`src/rtl/block_packer_if.sv`:
```
// Word-in / block-out stream bundle for the ASCON block packer.
// The master drives words and block-ready; the slave drives in_ready and the block.
interface block_packer_if;
    localparam int unsigned WORD_W = 32;
    localparam int unsigned BLK_W  = 128;
    localparam int unsigned NB_W   = 5;

    logic              in_valid;
    logic              in_ready;
    logic [WORD_W-1:0] in_data;
    logic              in_last;
    logic [2:0]        in_bytes;
    logic              blk_valid;
    logic              blk_ready;
    logic [BLK_W-1:0]  blk_data;
    logic              blk_last;
    logic [NB_W-1:0]   blk_nbytes;

    modport master (
        output in_valid, in_data, in_last, in_bytes, blk_ready,
        input  in_ready, blk_valid, blk_data, blk_last, blk_nbytes
    );

    modport slave (
        input  in_valid, in_data, in_last, in_bytes, blk_ready,
        output in_ready, blk_valid, blk_data, blk_last, blk_nbytes
    );
endinterface

```
`src/rtl/block_packer.sv`:
```
// Packs little-endian 32-bit words into 128-bit ASCON-AEAD128 rate blocks and
// applies 0x01 padding to the final block, emitting a padding-only block when needed.
module block_packer (
    input  logic          clk,
    input  logic          rst_n,
    input  logic          clr,
    block_packer_if.slave bus
);
    localparam int unsigned WORD_W = 32;
    localparam int unsigned BLK_W  = 128;
    localparam int unsigned NB_W   = 5;

    typedef enum logic [1:0] {
        S_FILL    = 2'd0,
        S_OUT     = 2'd1,
        S_PAD_OUT = 2'd2
    } state_t;

    state_t            r_state, w_state_nxt;
    logic [BLK_W-1:0]  r_buf, w_buf_nxt;
    logic [1:0]        r_wcnt, w_wcnt_nxt;
    logic              r_last, w_last_nxt;
    logic [NB_W-1:0]   r_nbytes, w_nbytes_nxt;
    logic              r_pad, w_pad_nxt;

    logic              w_xfer;
    logic [2:0]        w_nb;
    logic [NB_W-1:0]   w_n;
    logic [WORD_W-1:0] w_word;
    logic [BLK_W-1:0]  w_word_sh;
    logic [BLK_W-1:0]  w_pad_sh;

    assign bus.in_ready   = (r_state == S_FILL) && !clr;
    assign w_xfer         = bus.in_valid && bus.in_ready;
    assign bus.blk_valid  = (r_state != S_FILL);
    assign bus.blk_data   = r_buf;
    assign bus.blk_last   = r_last;
    assign bus.blk_nbytes = r_nbytes;

    // Valid byte count of this word: 4 unless last, clamped to 4
    assign w_nb = !bus.in_last ? 3'd4 : ((bus.in_bytes > 3'd4) ? 3'd4 : bus.in_bytes);
    assign w_n  = NB_W'({r_wcnt, 2'b00}) + NB_W'(w_nb);

    // Zero bytes beyond the valid count
    always_comb begin
        w_word = '0;
        for (int b = 0; b < 4; b++) begin
            if (3'(b) < w_nb) begin
                w_word[8*b +: 8] = bus.in_data[8*b +: 8];
            end
        end
    end

    assign w_word_sh = BLK_W'(w_word) << {r_wcnt, 5'b00000};
    assign w_pad_sh  = BLK_W'(8'h01) << {w_n, 3'b000};

    always_ff @(posedge clk or negedge rst_n) begin
        if (!rst_n) begin
            r_state  <= S_FILL;
            r_buf    <= '0;
            r_wcnt   <= '0;
            r_last   <= 1'b0;
            r_nbytes <= '0;
            r_pad    <= 1'b0;
        end else begin
            r_state  <= w_state_nxt;
            r_buf    <= w_buf_nxt;
            r_wcnt   <= w_wcnt_nxt;
            r_last   <= w_last_nxt;
            r_nbytes <= w_nbytes_nxt;
            r_pad    <= w_pad_nxt;
        end
    end

    always_comb begin
        w_state_nxt  = r_state;
        w_buf_nxt    = r_buf;
        w_wcnt_nxt   = r_wcnt;
        w_last_nxt   = r_last;
        w_nbytes_nxt = r_nbytes;
        w_pad_nxt    = r_pad;

        if (clr) begin
            w_state_nxt  = S_FILL;
            w_buf_nxt    = '0;
            w_wcnt_nxt   = '0;
            w_last_nxt   = 1'b0;
            w_nbytes_nxt = '0;
            w_pad_nxt    = 1'b0;
        end else begin
            case (r_state)
                S_FILL: begin
                    if (w_xfer) begin
                        w_buf_nxt = r_buf | w_word_sh;
                        if (bus.in_last) begin
                            w_state_nxt = S_OUT;
                            w_wcnt_nxt  = '0;
                            if (w_n < NB_W'(16)) begin
                                w_buf_nxt    = r_buf | w_word_sh | w_pad_sh;
                                w_last_nxt   = 1'b1;
                                w_nbytes_nxt = w_n;
                            end else begin
                                // Message ends on a block boundary: padding goes in its own block
                                w_last_nxt   = 1'b0;
                                w_nbytes_nxt = NB_W'(16);
                                w_pad_nxt    = 1'b1;
                            end
                        end else if (r_wcnt == 2'd3) begin
                            w_state_nxt  = S_OUT;
                            w_wcnt_nxt   = '0;
                            w_last_nxt   = 1'b0;
                            w_nbytes_nxt = NB_W'(16);
                        end else begin
                            w_wcnt_nxt = r_wcnt + 2'd1;
                        end
                    end
                end
                S_OUT: begin
                    if (bus.blk_ready) begin
                        if (r_pad) begin
                            w_state_nxt  = S_PAD_OUT;
                            w_buf_nxt    = BLK_W'(1);
                            w_last_nxt   = 1'b1;
                            w_nbytes_nxt = '0;
                            w_pad_nxt    = 1'b0;
                        end else begin
                            w_state_nxt  = S_FILL;
                            w_buf_nxt    = '0;
                            w_last_nxt   = 1'b0;
                            w_nbytes_nxt = '0;
                        end
                    end
                end
                S_PAD_OUT: begin
                    if (bus.blk_ready) begin
                        w_state_nxt  = S_FILL;
                        w_buf_nxt    = '0;
                        w_last_nxt   = 1'b0;
                        w_nbytes_nxt = '0;
                    end
                end
                default: begin
                    w_state_nxt = S_FILL;
                end
            endcase
        end
    end
endmodule

```
`src/flat_wrapper.sv`:
```
// flat-port wrapper written by rule: the top's interface ports become plain ports
module block_packer_flat 
  (clk, rst_n, clr, bus_in_valid, bus_in_data, bus_in_last, bus_in_bytes, bus_blk_ready, bus_in_ready, bus_blk_valid, bus_blk_data, bus_blk_last, bus_blk_nbytes);
  block_packer_if bus_i ();
  input  logic clk;
  input  logic rst_n;
  input  logic clr;
  input wire logic [$bits(bus_i.in_valid)-1:0] bus_in_valid;
  input wire logic [$bits(bus_i.in_data)-1:0] bus_in_data;
  input wire logic [$bits(bus_i.in_last)-1:0] bus_in_last;
  input wire logic [$bits(bus_i.in_bytes)-1:0] bus_in_bytes;
  input wire logic [$bits(bus_i.blk_ready)-1:0] bus_blk_ready;
  output wire logic [$bits(bus_i.in_ready)-1:0] bus_in_ready;
  output wire logic [$bits(bus_i.blk_valid)-1:0] bus_blk_valid;
  output wire logic [$bits(bus_i.blk_data)-1:0] bus_blk_data;
  output wire logic [$bits(bus_i.blk_last)-1:0] bus_blk_last;
  output wire logic [$bits(bus_i.blk_nbytes)-1:0] bus_blk_nbytes;
  assign bus_i.in_valid = bus_in_valid;
  assign bus_i.in_data = bus_in_data;
  assign bus_i.in_last = bus_in_last;
  assign bus_i.in_bytes = bus_in_bytes;
  assign bus_i.blk_ready = bus_blk_ready;
  assign bus_in_ready = bus_i.in_ready;
  assign bus_blk_valid = bus_i.blk_valid;
  assign bus_blk_data = bus_i.blk_data;
  assign bus_blk_last = bus_i.blk_last;
  assign bus_blk_nbytes = bus_i.blk_nbytes;
  block_packer u_core (.clk(clk), .rst_n(rst_n), .clr(clr), .bus(bus_i));
endmodule
```
`config.mk`:
```
export PLATFORM = sky130hd
export DESIGN_NAME = block_packer_flat
export DESIGN_NICKNAME = d
export VERILOG_FILES = /design/src/rtl/block_packer_if.sv /design/src/rtl/block_packer.sv /design/src/flat_wrapper.sv
export SDC_FILE = /design/constraint.sdc
export NUM_CORES = 1
export LEC_CHECK = 0
export CELL_PAD_IN_SITES_DETAIL_PLACEMENT = 0
export CELL_PAD_IN_SITES_GLOBAL_PLACEMENT = 2
export CORE_MARGIN = 4
export CORE_UTILIZATION = 31
export DETAILED_ROUTE_END_ITERATION = 8
export PLACE_DENSITY_LB_ADDON = 0.3
export SYNTH_ARGS = -nofsm -noshare
export SYNTH_HDL_FRONTEND = slang
export SYNTH_SLANG_ARGS = --single-unit
```
`constraint.sdc`:
```
create_clock -name clk -period 5.5 [get_ports clk]
set_input_delay 1.1 -clock clk [delete_from_list [all_inputs] [get_ports clk]]
set_output_delay 1.1 -clock clk [all_outputs]
set_load 0.02 [all_outputs]
```
* Yosys cells after proc, flatten, opt, wreduce, memory -nomap -nowiden
Index checks and enable logic that the tools add are counted.
** Cells by class
- Shift operators :: 2
- Bitwise logic cells :: 2
- $lt $le $gt $ge :: 6
- Equality and inequality tests :: 10
- Add/sub/neg operators :: 2
- Reductions and logical operators :: 17
- Multiplexer cells :: 48
** Operators with widths (count)
- $mux W128 :: 6
- $pmux W128 S3 :: 1
- $or A128 B128 Y128 :: 2
- $shl A1 B8 Y128 const A :: 1
- $shl A32 B7 Y128 :: 1
- $mux W8 :: 4
- $mux W5 :: 6
- $mux W2 :: 12
- $mux W1 :: 13
- $ne A3 B3 Y1 const B :: 4
- $reduce_and A4 Y1 :: 3
- $pmux W5 S2 :: 1
- $reduce_and A5 Y1 :: 2
- $lt A1 B3 Y1 const A :: 2
- $lt A2 B3 Y1 const A :: 2
- $mux W3 :: 2
- $pmux W2 S3 :: 1
- $reduce_bool A2 Y1 :: 3
- $reduce_bool A3 Y1 :: 2
- $add A4 B3 Y5 :: 1
- $lt A5 B5 Y1 const B :: 1
- $eq A2 B2 Y1 const B :: 2
- $ne A4 B4 Y1 const B :: 1
- $reduce_bool A4 Y1 :: 1
- 12 further kinds :: 13
** Word-level totals
- Input port bits :: 41
- Flip-flop bits (word level) :: 139
- Output and inout bits :: 136

* Depth between registers and ports, before layout
Gate-level depths: netlist (run 1).
- Word-level depth :: 13
- Mapped depth :: 10
- Depth with buffers taken out :: 8

* Least setup slack after synthesis (run 1)
Ideal clock, no wire load.
- Kind :: input to register
- Start :: input port bus_in_last
- End :: register u_core.r_buf[40] (netlist: u_core.bus.blk_data[40])
- Path slack :: 2274 ps
- Stages :: 10
- Data required time :: 5423 ps
- Arrival time :: 3148 ps
- Cells stage by stage :: clkbuf_2 > and2b_1 > clkinv_1 > clkbuf_1 > ha_1 > ha_1 > nand2b_1 > nor3b_1 > a41oi_1 > a21oi_1
** Between the ends
- Cells in the longest elaborated chain, start to end :: 11
** Ends and longest elaborated chain
- from (decl) :: line flat_wrapper.sv:10 : input wire logic [$bits(bus_i.in_last)-1:0] bus_in_last;
- $mux W3 :: line block_packer.sv:41 : assign w_nb = !bus.in_last ? 3'd4 : ((bus.in_bytes > 3'd4) ? 3'd4 : bus.in_bytes);
- $lt A1 B3 Y1 :: line block_packer.sv:48 : if (3'(b) < w_nb) begin
- $mux W8 :: line block_packer.sv:48
- $shl A32 B7 Y128 :: line block_packer.sv:54 : assign w_word_sh = BLK_W'(w_word) << {r_wcnt, 5'b00000};
- $or A128 B128 Y128 :: line block_packer.sv:94, block_packer.sv:99
- $or A128 B128 Y128 :: line block_packer.sv:99 : w_buf_nxt = r_buf | w_word_sh | w_pad_sh;
- $mux W128 :: line block_packer.sv:98 : if (w_n < NB_W'(16)) begin
- $mux W128 (*) :: line block_packer.sv:95 : if (bus.in_last) begin
- $mux W128 (*) :: line block_packer.sv:93 : if (w_xfer) begin
- $pmux W128 S3 (*) :: line block_packer.sv:91 : case (r_state)
- $mux W128 (*) :: line block_packer.sv:83 : if (clr) begin
- to (signal assigned) :: line block_packer.sv:67 : r_buf <= w_buf_nxt;
- to (decl) :: line block_packer.sv:20 : logic [BLK_W-1:0] r_buf, w_buf_nxt;
Mark *: on every way between the ends. The rest lies on a longest branch, timed or not. The select of a mux whose other input is x is not followed.
A chain may end at the register's enable or synchronous reset.

* Final worst setup path (run 1)
- Start :: input port clr
- End :: output port bus_in_ready
** Between the ends
- Cells in the longest elaborated chain, start to end :: 2
** Ends and longest elaborated chain
- from (decl) :: line flat_wrapper.sv:7 : input logic clr;
- $logic_not A1 Y1 :: line block_packer.sv:33 : assign bus.in_ready = (r_state == S_FILL) && !clr;
- $logic_and A1 B1 Y1 :: line block_packer.sv:33
- to (decl) :: line flat_wrapper.sv:13 : output wire logic [$bits(bus_i.in_ready)-1:0] bus_in_ready;
Every way passes these cells.

==> results.rst, run 1 <==
.. list-table::
   :header-rows: 1

   * - Metric
     - Value
   * - Result of the run
     - finished clean
   * - Vias per cell
     - 5.24
   * - Number of cells on the worst reg-to-reg path
     - 7
   * - Critical Path Start Type
     - primary input
   * - Half-perimeter wire length of the detailed placement result
     - around 13 mm
   * - Number of nets in the finished design
     - 766
   * - Most frequent CP cell
     - sky130_fd_sc_hd__clkdlybuf4s50_1
   * - Deepest level of the CTS H-tree
     - 4
   * - Rel. slew slack
     - 24.8%
   * - Critical-path top delay cell
     - sky130_fd_sc_hd__clkdlybuf4s50_1
   * - Most used flip-flop cell after synthesis
     - sky130_fd_sc_hd__dfrtp_1
   * - Yosys reg bits
     - 139
   * - Resized Gates After CTS
     - 0
   * - Transition time of the tightest slew-check pin
     - 1130 ps
   * - Count of flip-flops with a built-in enable after synthesis
     - 0
   * - Worst hold path cell count
     - 2
   * - Most instantiated library cell after synthesis
     - sky130_fd_sc_hd__dfrtp_1
   * - Data required time of the worst path
     - 4400 ps
   * - Power density normalized to cell area
     - 341 nW/um^2
   * - Total of max-cap violations
     - 0
   * - Total length of routed wires
     - 19.0 mm
   * - Delay of the slowest cell on the worst path
     - 770 ps
   * - Clk sinks
     - ~140
   * - Data arrival, critical path
     - 2750 ps
   * - Synthesized netlist net count
     - 610
   * - GRT Overall Usage
     - 17.9%
   * - Worst reg2reg endpoint
     - u_core.bus.blk_data[118]$_DFFE_PN0P_
   * - Maximum clock skew at final layout
     - roughly 13 ps
   * - Number of endpoints failing setup at the final stage
     - 0
   * - Class of the tightest hold or removal check
     - reg -> reg
   * - Synthesis Warnings
     - 0
   * - Buffer levels on the longest clock path
     - 2
   * - Fraction of final layout cells sized beyond drive strength 1
     - under 10%
   * - Setup TNS
     - 0 ps
   * - Sequence of cells on the critical path
     - clkdlybuf4s50_1 -> nor2_1 -> clkdlybuf4s50_1
   * - Final critical-path share of the clock period
     - roughly 70%
   * - Area of the core region
     - 18800 sq um
   * - Leakage power figure
     - 3.58 nW
   * - Worst Setup Slack, final
     - roughly 1700 ps
   * - Chip Height
     - 146 microns
   * - Row cnt
     - 50
   * - Clock-pin slew of the registers on the worst-case setup and hold paths
     - 60 ps
   * - Hold Buf Count CTS
     - 0
   * - Unrepaired setup endpoints after global routing
     - false
   * - Max-slew violation count
     - 0
   * - Via count
     - 5068
   * - Die X-Extent
     - between 100 and 150 microns
   * - Total grt overflow
     - 0
   * - Seq. cell area
     - 3480 sq um
   * - Number of top-level design ports
     - around 180
   * - Footprint of the multi-input gates
     - ~2200 sq um
   * - Number of DRC markers in iteration 0
     - ~230
   * - Top area cells in the synthesized netlist
     - sky130_fd_sc_hd__dfrtp_1, sky130_fd_sc_hd__nor2_1, sky130_fd_sc_hd__a31oi_1
   * - Element type at the critical path end
     - output port
   * - Total power consumption of the routed design
     - between 2 and 3 mW
   * - Netlist area before placement
     - ~5900 sq um
   * - Global-route wire length before repair
     - 30.7 mm
   * - Worst Setup Path Type
     - in -> out
   * - Weighted congestion reported at the end of routability-driven placement
     - 0.795
   * - Pre-CTS setup slack
     - 1320 ps
   * - Destination of the worst hold path
     - u_core.bus.blk_data[86]$_DFFE_PN0P_
   * - Post-synthesis cell count
     - 563
   * - Sequential fraction of the synthesis area
     - 58.6%
   * - Starting Density
     - 31.6%
   * - Share of async-settable or async-resettable flops after synthesis
     - 100%
   * - Total die area
     - 21400 sq um
   * - 1st-pass router iterations
     - 4
   * - Clock latency of the later-clocked register in the worst-skew pair
     - 420 ps
   * - Maximum number of pins on one net before global-route repair
     - approximately 100
   * - Area growth, synth to finish
     - 42.2%
   * - CTS root buffer
     - sky130_fd_sc_hd__clkbuf_16
   * - Wirelength per Cell
     - 19.7 microns
   * - Startpoint of the worst-slack reg-to-reg timing path
     - u_core.r_state[1]$_DFFE_PN0P_
   * - CTS tree
     - done
   * - Total CTS buffers
     - 17
   * - Highest fanout seen on the critical path
     - 17
   * - Buffers inserted by post-CTS timing repair
     - 0
   * - Top cells by instance count after synthesis
     - sky130_fd_sc_hd__dfrtp_1, sky130_fd_sc_hd__nor2_1, sky130_fd_sc_hd__a31oi_1
   * - Most area-hungry cell type in the Yosys netlist
     - sky130_fd_sc_hd__dfrtp_1
   * - Worst voltage drop across the vdd grid
     - 217 uV
   * - Fraction of post-synthesis cell area in the top cell type by area
     - slightly below 60%
   * - Fill cells
     - around 1800
   * - Post-synthesis average cell area
     - 10.5 sq um
   * - Port buffer count
     - 176
   * - Antenna violations before repair
     - 0
   * - Final routed DRC violation total
     - 0
   * - Hold violation count in the final report
     - 0
   * - Setup slack on the worst flop-to-flop path
     - 2610 ps
   * - Post-layout min period
     - between 3000 and 4000 ps
   * - Via count of the first global-routing pass
     - between 5000 and 6000
   * - Antenna violation net count after detailed routing
     - 0
   * - Distinct cells, synth
     - 43
   * - Hold wc startpoint
     - u_core.bus.blk_data[86]$_DFFE_PN0P_
   * - Achievable Freq
     - 0.260 GHz
==> worst max-delay path: cells and delay by family <==
family / cells / cell delay (ps)
AND/OR/NAND/NOR: 1 / 240
buffers and inverters: 2 / 1400
==> power breakdown <==
group	total (mW)	internal, mW	switching (mW)
combinational	0.569	0.231	0.338
clock	1.16	0.689	0.467
sequential	1.15	1.10	0.0494
==> cell usage in the layout, fill, tap and decap left out, types with 2 or more instances in the layout <==
master and n:
sky130_fd_sc_hd__a31oi_1 68, sky130_fd_sc_hd__or2_2 3, sky130_fd_sc_hd__nand2_1 8, sky130_fd_sc_hd__clkdlybuf4s50_1 175
sky130_fd_sc_hd__nand3_1 6, sky130_fd_sc_hd__bufinv_16 2, sky130_fd_sc_hd__ha_1 6, sky130_fd_sc_hd__inv_1 6
sky130_fd_sc_hd__nor3_1 7, sky130_fd_sc_hd__clkinv_4 4, sky130_fd_sc_hd__nand4_1 9, sky130_fd_sc_hd__a41oi_1 32
sky130_fd_sc_hd__nand2b_1 3, sky130_fd_sc_hd__mux2_2 4, sky130_fd_sc_hd__clkbuf_16 17, sky130_fd_sc_hd__nor3b_1 3
sky130_fd_sc_hd__a21oi_1 50, sky130_fd_sc_hd__and3_1 5, sky130_fd_sc_hd__mux2i_1 2, sky130_fd_sc_hd__a2111oi_4 2
sky130_fd_sc_hd__clkinvlp_4 3, sky130_fd_sc_hd__inv_6 5, sky130_fd_sc_hd__buf_4 8, sky130_fd_sc_hd__nor2_4 2
sky130_fd_sc_hd__nor2b_1 16, sky130_fd_sc_hd__dfrtp_1 139, sky130_fd_sc_hd__o21ai_0 3, sky130_fd_sc_hd__nor2_1 122
==> cell type report <==
class	instances	area share, %
antenna	1	0.0297
clock buffer	18	5.21
clock inverter	14	1.91
inverter	7	0.312
multi-input combinational	369	25.9
sequential	139	41.3
tap	234	3.47
timing repair buffer	185	21.9
==> metal layers <==
layer  share of wire [%]  track usage (%)  up-vias
met4                 1.2             5.46        0
met2                  48             28.6      146
met5                   0                0        -
met1                  43             22.6     2567
li1                    -                -     2340
met3                 7.3             6.98       15
==> metrics by stage <==
step | util [%] | hold slack, ps | instances | cell area [sq um]
final | 44.9 | 492 | 967 | 8430
after global routing | 44.9 | 519 | 966 | 8430
after CTS | 44.9 | 499 | 966 | 8430
after detailed placement | 41.7 | 483 | 934 | 7830
after global placement | 41.7 | 475 | 934 | 7830
after floorplan | - | 546 | 563 | 5930
==> cell families (layout without fill, tap and decap cells) <==
group | after synthesis | after routing | synth area share [%]
adders and majority gates | 6 | 6 | 1.27
other | 0 | 1 | 0
buffers and inverters | 55 | 224 | 4.89
AOI/OAI and AO/OA | 164 | 164 | 18.8
muxes | 6 | 6 | 1.10
DFF | 139 | 139 | 58.6
and+or+nand+nor | 193 | 193 | 15.3
==> sequential cells by signal, indices dropped and copies added, names as in the netlist <==
signal / cells
u_core.bus.blk_data: 128
u_core.r_pad: 1
u_core.bus.blk_last: 1
u_core.bus.blk_nbytes: 5
u_core.r_wcnt: 2
u_core.r_state: 2
==> worst max-delay path by stage <==
stage,cells after the start,endpoint,from,slack (ps)
after global placement,6,u_core.bus.blk_data[53]$_DFFE_PN0P_,clr,1420
after global routing,3,bus_in_ready,clr,1550
after floorplan,10,u_core.bus.blk_data[40]$_DFFE_PN0P_,bus_in_last,2270
final,3,bus_in_ready,clr,1650
after CTS,3,bus_in_ready,clr,1620
after detailed placement,6,u_core.bus.blk_data[122]$_DFFE_PN0P_,clr,1320
(Power assumes the default switching activity.)
==> run 2: changes to the inputs <==
- CORE_UTILIZATION: 31 -> 26
- clock period: 5.5 -> 3.5 ns (I/O delays scaled with it)
==> run 2 against run 1 <==
Critical path depth is 2 higher. Non-clock buffer count is 9 higher. Via count is 1.4% higher. Sequential cell count stayed put. Largest power group is now sequential cells. Highest routed layer unchanged.
==> results.rst, run 2 (synthesized netlist as in run 1, its figures left out) <==
.. list-table::
   :header-rows: 1

   * - Metric
     - Value
   * - Transition time of the tightest slew-check pin
     - 936 ps (-189 ps)
   * - Sequence of cells on the critical path
     - inv_1 -> ha_1 -> inv_1 -> nor2_1 -> clkdlybuf4s50_1
   * - Clock-pin slew of the registers on the worst-case setup and hold paths
     - 60 ps (about the same)
   * - Area growth, synth to finish
     - 44.2%
   * - Result of the run
     - finished clean
   * - Starting Density
     - 26.8% (-4.8 points)
   * - Global-route wire length before repair
     - 31.7 mm (+3.5%)
   * - Leakage power figure
     - 3.62 nW (+1.3%)
   * - Most used cells in the layout excluding fill and tap cells
     - sky130_fd_sc_hd__clkdlybuf4s50_1, sky130_fd_sc_hd__dfrtp_1, sky130_fd_sc_hd__nor2_1
   * - Fraction of final layout cells sized beyond drive strength 1
     - 9.31% (+1.1 points)
   * - Commonest non-fill, non-tap cell in the layout
     - sky130_fd_sc_hd__clkdlybuf4s50_1
   * - Post-layout min period
     - about 2900 ps
   * - Port buffer count
     - 176 (unchanged)
   * - Wirelength per Cell
     - 19.5 microns (-1.2%)
   * - Rel. slew slack
     - 37.5% (+13 points)
   * - Setup TNS
     - 0 ps (unchanged)
   * - Buffer levels on the longest clock path
     - 2 (unchanged)
   * - Worst Setup Slack, final
     - 601 ps (-1050 ps)
   * - Row cnt
     - 54 (+8.0%)
   * - Resized Gates After CTS
     - 0 (unchanged)
   * - Delay of the slowest cell on the worst path
     - 620 ps (-150 ps)
   * - Weighted congestion reported at the end of routability-driven placement
     - 0.801 (+0.82%)
   * - Final routed DRC violation total
     - 0 (unchanged)
   * - Critical-path top delay cell
     - sky130_fd_sc_hd__clkdlybuf4s50_1
   * - Total of max-cap violations
     - 0 (unchanged)
   * - Die X-Extent
     - 159 microns (+8.7%)
   * - Number of top-level design ports
     - 177 (unchanged)
   * - GRT Overall Usage
     - 15.6% (-2.4 points)
   * - Via count
     - 5139 (+1.4%)
   * - Pre-CTS setup slack
     - 503 ps (-821 ps)
   * - Class of the tightest hold or removal check
     - in -> async
   * - Area of the core region
     - 22200 sq um (+18%)
   * - Final cell count without fillers
     - 1021 (+5.6%)
   * - Cell family with the largest share of critical-path delay
     - buffers and inverters
   * - Vias per cell
     - 5.03 (-4.0%)
   * - Number of DRC markers in iteration 0
     - 280 (+20%)
   * - WP buf/inv
     - 3 (+1)
   * - Total die area
     - 25300 sq um (+18%)
   * - Post-route worst hold slack
     - 338 ps (-154 ps)
   * - Power density normalized to cell area
     - 519 nW/um^2 (+52%)
   * - Data arrival, critical path
     - 2200 ps (-550 ps)
   * - Most frequent CP cell
     - sky130_fd_sc_hd__inv_1
   * - Total CTS buffers
     - 17 (unchanged)
   * - CTS tree
     - done
   * - Total length of routed wires
     - 19.9 mm (+4.4%)
   * - Clk sinks
     - 139 (unchanged)
   * - Achievable Freq
     - about 0.34 GHz
   * - Clock latency of the later-clocked register in the worst-skew pair
     - 420 ps (about the same)
   * - Total grt overflow
     - 0 (unchanged)
   * - Worst Setup Path Type
     - reg -> out
   * - Deepest level of the CTS H-tree
     - 4 (unchanged)
   * - Antenna violation net count after detailed routing
     - 0 (unchanged)
   * - Unrepaired setup endpoints after global routing
     - false
   * - Maximum number of pins on one net before global-route repair
     - 86 (-16%)
   * - 1st-pass router iterations
     - 4 (unchanged)
   * - Element type at the critical path end
     - output port
   * - Number of nets in the finished design
     - 775 (+1.2%)
   * - Placed cell count
     - 989 (+5.9%)
   * - Total power consumption of the routed design
     - 4.44 mW (+55%)
   * - Hold Buf Count CTS
     - 0 (unchanged)
   * - Number of endpoints failing setup at the final stage
     - 0 (unchanged)
   * - Final critical-path share of the clock period
     - between 80% and 90%
   * - Data required time of the worst path
     - 2800 ps (-1600 ps)
   * - Maximum clock skew at final layout
     - 9.50 ps (-3.22 ps)
   * - Antenna violations before repair
     - 0 (unchanged)
   * - Buffers inserted by post-CTS timing repair
     - 0 (unchanged)
   * - Chip Height
     - 159 microns (+8.7%)
   * - Max FFs per register
     - 128 (unchanged)
   * - Highest fanout seen on the critical path
     - 7 (-10)
   * - Via count of the first global-routing pass
     - 5479 (+1.2%)
   * - CTS root buffer
     - sky130_fd_sc_hd__clkbuf_16
   * - Number of antenna repair diodes
     - 0 (-1)
   * - Critical Path Start Type
     - flop
   * - Worst voltage drop across the vdd grid
     - 317 uV (+46%)
   * - Half-perimeter wire length of the detailed placement result
     - 13.2 mm (+4.4%)
   * - Hold violation count in the final report
     - 0 (unchanged)
   * - Max-slew violation count
     - 0 (unchanged)
-- run 2: cell count changes in the layout (fill, tap and decap cells not counted), sizes merged --
| cell | previous run | this run |
|---|---|---|
| clkbuf | 18 | 17 |
| clkinv | 5 | 6 |
| clkinvlp | 3 | 2 |
| bufinv | 2 | 0 |
| diode | 1 | 0 |
| buf | 10 | 19 |
| inv | 11 | 14 |
-- run 2: routing by layer --
metal | share of wire, % | vias up | global-route usage, %
met3 | 6.9 | 19 | 5.51
met5 | 0 | - | 0
met1 | 44 | 2602 | 20.1
li1 | - | 2362 | -
met2 | 48 | 156 | 25.2
met4 | 1.5 | 0 | 3.79
-- run 2: worst paths after layout --
check                                                         start                                   to  slack, ps  cells after the start
worst max-delay path                  u_core.r_state[0]$_DFFE_PN0P_                         bus_in_ready        600                      5
worst min-delay path                                          rst_n  u_core.bus.blk_data[52]$_DFFE_PN0P_        340                      1
worst max register to register        u_core.r_state[0]$_DFFE_PN0P_  u_core.bus.blk_data[85]$_DFFE_PN0P_       1170                      6
worst min register to register  u_core.bus.blk_data[13]$_DFFE_PN0P_  u_core.bus.blk_data[13]$_DFFE_PN0P_        490                      2
max in group asynchronous                                     rst_n  u_core.bus.blk_data[38]$_DFFE_PN0P_       2330                      2
min in group clk                u_core.bus.blk_data[13]$_DFFE_PN0P_  u_core.bus.blk_data[13]$_DFFE_PN0P_        490                      2
-- run 2: final cells by class --
| class | instances | area, sq um |
|---|---|---|
| clock buffer | 17 | 425 |
| clock inverter | 15 | 134 |
| fill | 2159 | 13600 |
| inverter | 7 | 26.3 |
| multi-input combinational | 369 | 2190 |
| sequential | 139 | 3480 |
| tap | 280 | 350 |
| timing repair buffer | 194 | 1950 |
-- run 2: where the power goes --
part | total (mW) | internal, mW | switching (mW)
combinational | 0.923 | 0.380 | 0.543
sequential | 1.80 | 1.72 | 0.0781
clock | 1.72 | 0.937 | 0.780
-- run 2: stage by stage --
step / util, % / instance area [sq um]
after global routing: 38.6 / 8550
after CTS: 38.6 / 8550
after global placement: 36.1 / 7990
final: 38.6 / 8550
after detailed placement: 36.1 / 7990
after floorplan: - / 5930
==> run 3: changes to the inputs <==
- clock period: 3.5 -> 2.6 ns (I/O delays scaled with it)
==> run 3 against run 2 <==
Sequential cell count is the same. Total power grew 37%. Global-route usage grew 0.29 points. Sequential power grew 35%. Utilization grew 0.87 points. Highest routed layer unchanged.
==> results.rst, run 3 (synthesized netlist as in run 1, its figures left out) <==
.. list-table::
   :header-rows: 1

   * - Metric
     - Value
   * - Number of antenna repair diodes
     - 0 (unchanged)
   * - Result of the run
     - finished clean
   * - CTS tree
     - done
   * - Fraction of final layout cells sized beyond drive strength 1
     - 11.5% (+2.2 points)
   * - Power density normalized to cell area
     - 697 nW/um^2 (+34%)
   * - Max FFs per register
     - 128 (unchanged)
   * - Clock latency of the later-clocked register in the worst-skew pair
     - 410 ps (about the same)
   * - Die X-Extent
     - 159 microns (unchanged)
   * - Worst voltage drop across the vdd grid
     - 375 uV (+18%)
   * - Class of the tightest hold or removal check
     - in -> async
   * - Clk sinks
     - 139 (unchanged)
   * - Commonest non-fill, non-tap cell in the layout
     - sky130_fd_sc_hd__clkdlybuf4s50_1
   * - Area of the core region
     - 22200 sq um (unchanged)
   * - Post-route worst hold slack
     - 110 ps (-228 ps)
   * - Final routed DRC violation total
     - 0 (unchanged)
   * - Maximum clock skew at final layout
     - 9.13 ps (-0.375 ps)
   * - Area growth, synth to finish
     - 47.4%
   * - Transition time of the tightest slew-check pin
     - 668 ps (-267 ps)
   * - Weighted congestion reported at the end of routability-driven placement
     - 0.821 (+2.5%)
   * - Data required time of the worst path
     - 2080 ps (-720 ps)
   * - Number of endpoints failing setup at the final stage
     - 0 (unchanged)
   * - Hold Buf Count CTS
     - 0 (unchanged)
   * - Via count
     - 5219 (+1.6%)
   * - Total die area
     - 25300 sq um (unchanged)
   * - Via count of the first global-routing pass
     - 5436 (-0.78%)
   * - Element type at the critical path end
     - output port
   * - Number of top-level design ports
     - 177 (unchanged)
   * - Number of DRC markers in iteration 0
     - 234 (-16%)
   * - Antenna violations before repair
     - 0 (unchanged)
   * - Post-layout min period
     - ~2500 ps
   * - CTS root buffer
     - sky130_fd_sc_hd__clkbuf_16
   * - Most used cells in the layout excluding fill and tap cells
     - sky130_fd_sc_hd__clkdlybuf4s50_1, sky130_fd_sc_hd__dfrtp_1, sky130_fd_sc_hd__nor2_1
   * - Wirelength per Cell
     - 19.3 microns (-0.99%)
   * - Clock-pin slew of the registers on the worst-case setup and hold paths
     - 60 ps (about the same)
   * - Deepest level of the CTS H-tree
     - 4 (unchanged)
   * - Max-slew violation count
     - 0 (unchanged)
   * - Worst Setup Path Type
     - reg -> out
   * - Final critical-path share of the clock period
     - 94.7%
   * - GRT Overall Usage
     - 15.9% (+0.29 points)
   * - Unrepaired setup endpoints after global routing
     - false
   * - Chip Height
     - 159 microns (unchanged)
   * - Global-route wire length before repair
     - 32.2 mm (+1.4%)
   * - Rel. slew slack
     - 55.4% (+18 points)
   * - Total of max-cap violations
     - 0 (unchanged)
   * - Maximum number of pins on one net before global-route repair
     - 70 (-19%)
   * - Port buffer count
     - 176 (unchanged)
   * - Setup TNS
     - 0 ps (unchanged)
   * - Antenna violation net count after detailed routing
     - 0 (unchanged)
   * - Hold violation count in the final report
     - 0 (unchanged)
   * - Vias per cell
     - 5.02 (-0.20%)
   * - Row cnt
     - 54 (unchanged)
   * - Achievable Freq
     - 0.406 GHz
   * - Buffer levels on the longest clock path
     - 2 (unchanged)
   * - Leakage power figure
     - 3.73 nW (+2.9%)
   * - Starting Density
     - 26.8% (unchanged)
   * - Total length of routed wires
     - 20.0 mm (+0.75%)
   * - Total grt overflow
     - 0 (unchanged)
   * - Critical Path Start Type
     - flop
   * - Number of nets in the finished design
     - 794 (+2.5%)
   * - Total CTS buffers
     - 17 (unchanged)
   * - Data arrival, critical path
     - 1940 ps (-260 ps)
   * - Highest fanout seen on the critical path
     - 7 (unchanged)
   * - 1st-pass router iterations
     - 4 (unchanged)
   * - Half-perimeter wire length of the detailed placement result
     - 13.9 mm (+5.1%)
## run 3: changes by cell type in the layout (fill, tap and decap cells not counted), sizes merged
cell           previous run  this run
buf                      19        38
bufinv                    0         2
clkbuf                   17        20
clkdlybuf4s50           175       174
clkinv                    6         3
clkinvlp                  2         3
dlygate4sd2               0         1
inv                      14        10
## run 3: layout make-up
type / count / area, sq um
clock inverter: 11 / 135
clock buffer: 20 / 447
sequential: 139 / 3480
timing repair buffer: 213 / 2110
inverter: 7 / 27.5
tap: 280 / 350
multi-input combinational: 369 / 2190
fill: 2150 / 13400
## run 3: path summary, 6_finish.rpt
check                                                        to                            startpoint  slack (ps)  depth (start not counted)
setup / recovery                                  bus_blk_valid         u_core.r_state[0]$_DFFE_PN0P_         140                          4
hold / removal              u_core.bus.blk_data[53]$_DFFE_PN0P_                                 rst_n         110                          1
setup reg to reg            u_core.bus.blk_data[61]$_DFFE_PN0P_         u_core.r_state[0]$_DFFE_PN0P_         250                          7
hold reg to reg            u_core.bus.blk_data[125]$_DFFE_PN0P_  u_core.bus.blk_data[125]$_DFFE_PN0P_         500                          2
max in group asynchronous   u_core.bus.blk_data[39]$_DFFE_PN0P_                                 rst_n        1830                          2
min in group clk           u_core.bus.blk_data[125]$_DFFE_PN0P_  u_core.bus.blk_data[125]$_DFFE_PN0P_         500                          2
## run 3: critical path, stage by stage, from the launching register on
cell                              delay, ps
sky130_fd_sc_hd__dfrtp_1                380
sky130_fd_sc_hd__inv_1                   80
sky130_fd_sc_hd__ha_2                   250
sky130_fd_sc_hd__inv_1                  190
sky130_fd_sc_hd__clkdlybuf4s50_1        640
## run 3: per-stage QoR
| stage | cells | setup WS, ps | power [mW] | area [sq um] | utilization, % |
|---|---|---|---|---|---|
| after floorplan | 563 | 46.2 | 3.10 | 5930 | - |
| after global placement | 1008 | 5.57 | 3.73 | 8160 | 36.8 |
| after detailed placement | 1008 | -125 | 3.75 | 8160 | 36.8 |
| after CTS | 1039 | 118 | 6.19 | 8740 | 39.4 |
| after global routing | 1039 | 63.5 | 6.38 | 8740 | 39.4 |
| final | 1039 | 138 | 6.09 | 8740 | 39.4 |
## run 3: per-layer routing
layer / global-route usage, % / part of all wire (%) / wire length, microns / vias to the layer above
li1: - / - / - / 2403
met1: 20.3 / 42 / 8420 / 2612
met2: 25.7 / 49 / 9850 / 189
met3: 5.62 / 7.8 / 1570 / 15
met4: 4.02 / 0.97 / 195 / 0
met5: 0 / 0 / 0 / -
## run 3: report_power, final
part | switching, mW | internal, mW
Combinational | 0.729 | 0.535
Clock | 0.950 | 1.45
Sequential | 0.112 | 2.32
## run 3: repair_timing
action	CTS	global route
setup endpoints to repair	1	0
gates resized for setup	2	0
setup buffers	0	0
